### src/rtl/sm_fifo_width_down.sv
// sm_fifo_width_down
// Drains DW-bit words from a show-ahead FIFO read port and re-emits each one
// as DW/OW narrower beats on a valid/ready stream, least-significant slice
// first, sustaining one beat per clock when the FIFO has data and the sink is
// ready. Also counts fully transmitted words.
module sm_fifo_width_down #(
    parameter int DW = 32,
    parameter int OW = 8,
    parameter int CW = 16
) (
    input  logic          clk,
    input  logic          rstn,
    input  logic          fifo_empty,
    input  logic [DW-1:0] fifo_data,
    output logic          fifo_rd_en,
    output logic          m_valid,
    input  logic          m_ready,
    output logic [OW-1:0] m_data,
    output logic          m_last,
    output logic [CW-1:0] words_done,
    output logic          busy
);

    localparam int RATIO = DW / OW;
    localparam int BW    = (RATIO > 1) ? $clog2(RATIO) : 1;
    localparam logic [BW-1:0] LAST_BEAT = BW'(RATIO - 1);

    typedef enum logic {
        EMPTY = 1'b0,
        SEND  = 1'b1
    } state_t;

    state_t        state_q, state_d;
    logic [DW-1:0] hold_q, hold_d;
    logic [BW-1:0] beat_q, beat_d;
    logic [CW-1:0] words_q, words_d;

    logic take;
    logic last_take;

    // Held word split into its output slices; beat_q selects the current one.
    // Only registered state feeds the output mux, so fifo_data never reaches
    // an output combinationally.
    logic [OW-1:0] slice_w [RATIO];

    genvar gi;
    generate
        for (gi = 0; gi < RATIO; gi++) begin : g_slice
            assign slice_w[gi] = hold_q[gi*OW +: OW];
        end
    endgenerate

    assign m_valid    = (state_q == SEND);
    assign take       = m_valid & m_ready;
    assign last_take  = take & (beat_q == LAST_BEAT);
    // Pop when idle, or in the same cycle the final beat leaves so the next
    // word follows with no bubble. Gated by rstn so no pop happens in reset.
    assign fifo_rd_en = rstn & ~fifo_empty & ((state_q == EMPTY) | last_take);

    assign m_data     = slice_w[beat_q];
    assign m_last     = m_valid & (beat_q == LAST_BEAT);
    assign busy       = m_valid;
    assign words_done = words_q;

    // Next-state logic: load on pop, advance beat on take, otherwise hold.
    always_comb begin
        state_d = state_q;
        hold_d  = hold_q;
        beat_d  = beat_q;
        words_d = words_q;
        case (state_q)
            EMPTY: begin
                if (fifo_rd_en) begin
                    hold_d  = fifo_data;
                    beat_d  = '0;
                    state_d = SEND;
                end
            end
            SEND: begin
                if (last_take) begin
                    words_d = words_q + CW'(1);
                    if (fifo_rd_en) begin
                        hold_d = fifo_data;
                        beat_d = '0;
                    end else begin
                        state_d = EMPTY;
                    end
                end else if (take) begin
                    beat_d = beat_q + BW'(1);
                end
            end
            default: state_d = EMPTY;
        endcase
    end

    // State registers with synchronous active-low reset; a reset mid-word
    // simply discards the held word.
    always_ff @(posedge clk) begin
        if (!rstn) begin
            state_q <= EMPTY;
            hold_q  <= '0;
            beat_q  <= '0;
            words_q <= '0;
        end else begin
            state_q <= state_d;
            hold_q  <= hold_d;
            beat_q  <= beat_d;
            words_q <= words_d;
        end
    end

endmodule

### config.mk
export PLATFORM = sky130hd
export DESIGN_NAME = sm_fifo_width_down
export DESIGN_NICKNAME = d
export VERILOG_FILES = /design/src/rtl/sm_fifo_width_down.sv
export SDC_FILE = /design/constraint.sdc
export NUM_CORES = 1
export LEC_CHECK = 0
export CORE_MARGIN = 2
export CORE_UTILIZATION = 50
export DETAILED_ROUTE_END_ITERATION = 12
export GPL_ROUTABILITY_DRIVEN = 0
export PLACE_DENSITY = 0.94
export SYNTH_ARGS = -nofsm -noshare
export SYNTH_HDL_FRONTEND = slang
export SYNTH_SLANG_ARGS = --single-unit
### constraint.sdc
create_clock -name clk -period 5.2 [get_ports clk]
set_input_delay 0.78 -clock clk [delete_from_list [all_inputs] [get_ports clk]]
set_output_delay 0.78 -clock clk [all_outputs]
set_load 0.05 [all_outputs]
==> results.sh <==
export IMPL_synth_area_leader_cell="dfxtp_1"
export IMPL_cts_setup_buffers=0
export IMPL_fin_setup_tns_ns=0
export IMPL_final_common_cell="nand2_1"
export IMPL_die_w_um=70.3
export IMPL_slew_headroom=0.168
export IMPL_wire_per_inst_um=13.8
export IMPL_cts_sinks=51
export IMPL_grt_overflow=0
export IMPL_holdPathStages=2
export IMPL_synth_top_area_share=0.464
export IMPL_yosysWarnings=0
export IMPL_drt_initial_drc_count=115
export IMPL_track_usage=0.205
export IMPL_cp_start_kind="flip-flop"
export IMPL_layout_min_cycle_time_ns=3.89
export IMPL_yosysSeqAreaShare=0.464
export IMPL_period_share=0.747
export IMPL_powerDensity_nw_per_um2=263
export IMPL_synthDistinctLibCells=36
export IMPL_dp_hpwl_mm=3.43
export IMPL_worstPathRequired_ns=4.42
export IMPL_hold_viol_final=0
export IMPL_syn_to_final_growth_pct=32.6
export IMPL_rr_startpoint="beat_q[0]"
export IMPL_final_cell_mix="nand2_1 (73), clkdlybuf4s50_1 (63), dfxtp_1 (51)"
export IMPL_setup_viol_count_final=0
export IMPL_antenna_left=0
export IMPL_stdcell_count=359
export IMPL_ys_async_sr_fraction=0
export IMPL_ff2ff_setup_slack_ns=2.46
export IMPL_nets=344
export IMPL_grt_pass1_wl_mm=8.05
export IMPL_antenna_found_initial=0
export IMPL_drive_gt1_frac=0.0717
export IMPL_numCtsBuffers=5
export IMPL_postCtsHoldBufs=0
export IMPL_clock_fmax_mhz=257
export IMPL_antenna_cells=0
export IMPL_postSynthAreaPerCell_um2=8.72
export IMPL_nFillCells=341
export IMPL_fp_dieArea_um2=4940
export IMPL_ir_drop_v=0.000126
export IMPL_rr_endpoint="hold_q[30]"
export IMPL_ctsRootBufferMaster="clkbuf_8"
export IMPL_fin_util=0.679
export IMPL_path_clk_slew_ns=0.09
export IMPL_start_util=0.512
export IMPL_worst_pin_slew_ns=1.25
export IMPL_die_h_um=70.3
export IMPL_synth_area_top_cells="dfxtp_1 (46%), nand2_1 (12%), a21oi_1 (8.4%)"
export IMPL_via_count=1929
export IMPL_p_leak_nw=1.05
export IMPL_cts_repair_resized=0
export IMPL_min_path_type="flip-flop to flip-flop"
export IMPL_rsz0062_at_grt="no"
export IMPL_r2r_cells=5
export IMPL_ys_seq_elements=51
export IMPL_wirelength_mm=4.97
export IMPL_final_setup_worst_slack_ns=1.31
export IMPL_drv_cap=0
export IMPL_port_buffers=63
export IMPL_clockBufferDepth=2
export IMPL_clock_skew_ns=0.00440
export IMPL_hold_path_end="hold_q[19]"
export IMPL_worstPathArrival_ns=3.11
export IMPL_syn_nets=290
export IMPL_io_pins=64
export IMPL_synth_main_ff_cell="dfxtp_1"
export IMPL_dpl_cell_count=351
export IMPL_seq_area_um2=1020
export IMPL_clk_latency_ns=0.30
export IMPL_post_place_ws_ns=1.41
export IMPL_grt_pass1_vias=1785
export IMPL_synthCells=252
export IMPL_rows=24
export IMPL_drc_errors=0
export IMPL_finalMaxSlewViolations=0
export IMPL_end_kind="output pin"
export IMPL_multi_input_comb_area_um2=1090
export IMPL_cts_tree="yes"
export IMPL_crit_fanout=33
export IMPL_viasPerCell=5.37
export IMPL_drt_pass1_iterations=4
export IMPL_synth_edff_count=0
export IMPL_syn_cell_area_um2=2200
export IMPL_htreeDepth=2
export IMPL_critPathKind="flip-flop to output pin"
export IMPL_outcome="completed"
export IMPL_core_region_area_um2=4290
export IMPL_hold_start="hold_q[19]"
export IMPL_grt_max_degree=51
==> through the flow <==
step | power, mW | cell area, um^2 | hold slack, ns
2_1_floorplan | 0.486 | 2200 | 0.433
3_3_place_gp | 0.528 | 2820 | 0.439
3_5_place_dp | 0.531 | 2820 | 0.447
4_1_cts | 0.773 | 2920 | 0.459
5_1_grt | 0.796 | 2920 | 0.478
6_report | 0.767 | 2920 | 0.456
==> cell families (layout without fill, tap and decap cells) <==
group,Yosys count,count (layout),share of synthesized area
AOI/OAI and AO/OA,44,44,0.109
xor gates and xnor gates,10,10,0.0398
adders and majority gates,2,2,0.0114
buffers and inverters,18,73,0.0410
DFF,51,51,0.464
muxes,12,12,0.101
and+or+nand+nor,115,115,0.234
==> area by class of cell <==
class	instances	area share
Inverter	2	0.00258
Clock buffer	8	0.0343
Timing Repair Buffer	63	0.216
Tap cell	52	0.0223
Sequential cell	51	0.350
Multi-Input combinational cell	183	0.374
==> where the power goes <==
part / internal (mW) / switching (mW)
sequential: 0.405 / 0.0105
combinational: 0.0507 / 0.0550
clock: 0.122 / 0.124
total: 0.578 / 0.190
==> synth_stat cells, types with 2 or more instances <==
cell type,instances
and4_1,3
xnor2_1,4
ha_1,2
nand3_1,3
and3_1,2
dfxtp_1,51
mux2i_1,3
o31ai_1,2
or4_1,2
buf_6,2
nand2_1,73
a21oi_1,37
nor2_1,14
clkbuf_1,10
xor2_1,6
mux4_2,8
nor3_1,3
nor4_1,2
nand4_1,6
buf_2,3
==> per-layer routing <==
| layer | up-vias | track usage | wire, um |
|---|---|---|---|
| met5 | - | 0 | 0 |
| met4 | 0 | 0.0641 | 62 |
| met3 | 7 | 0.0606 | 348 |
| met2 | 56 | 0.328 | 2270 |
| met1 | 896 | 0.267 | 2280 |
| li1 | 970 | - | - |
==> how the worst max path moves through the flow <==
stage,startpoint,endpoint,slack (ns)
detailed placement,m_ready,fifo_rd_en,1.41
floorplan,m_ready,fifo_rd_en,2.47
finish,beat_q[0],fifo_rd_en,1.31
global route,beat_q[0],fifo_rd_en,1.09
CTS,beat_q[0],fifo_rd_en,1.27
global placement,m_ready,fifo_rd_en,1.49
==> state kept, by name, indices dropped and copies added, names as in the netlist <==
register and count:
hold_q 32, words_done 16, busy 1, beat_q 2
==> worst max-delay path, cell delays in order, from the launching register on <==
cell             delay, ns
dfxtp_1               0.74
ha_1                  0.38
nand2_1               0.14
a21o_2                0.43
nor2_1                0.24
clkdlybuf4s50_1       0.85
(Power assumes the default switching activity.)
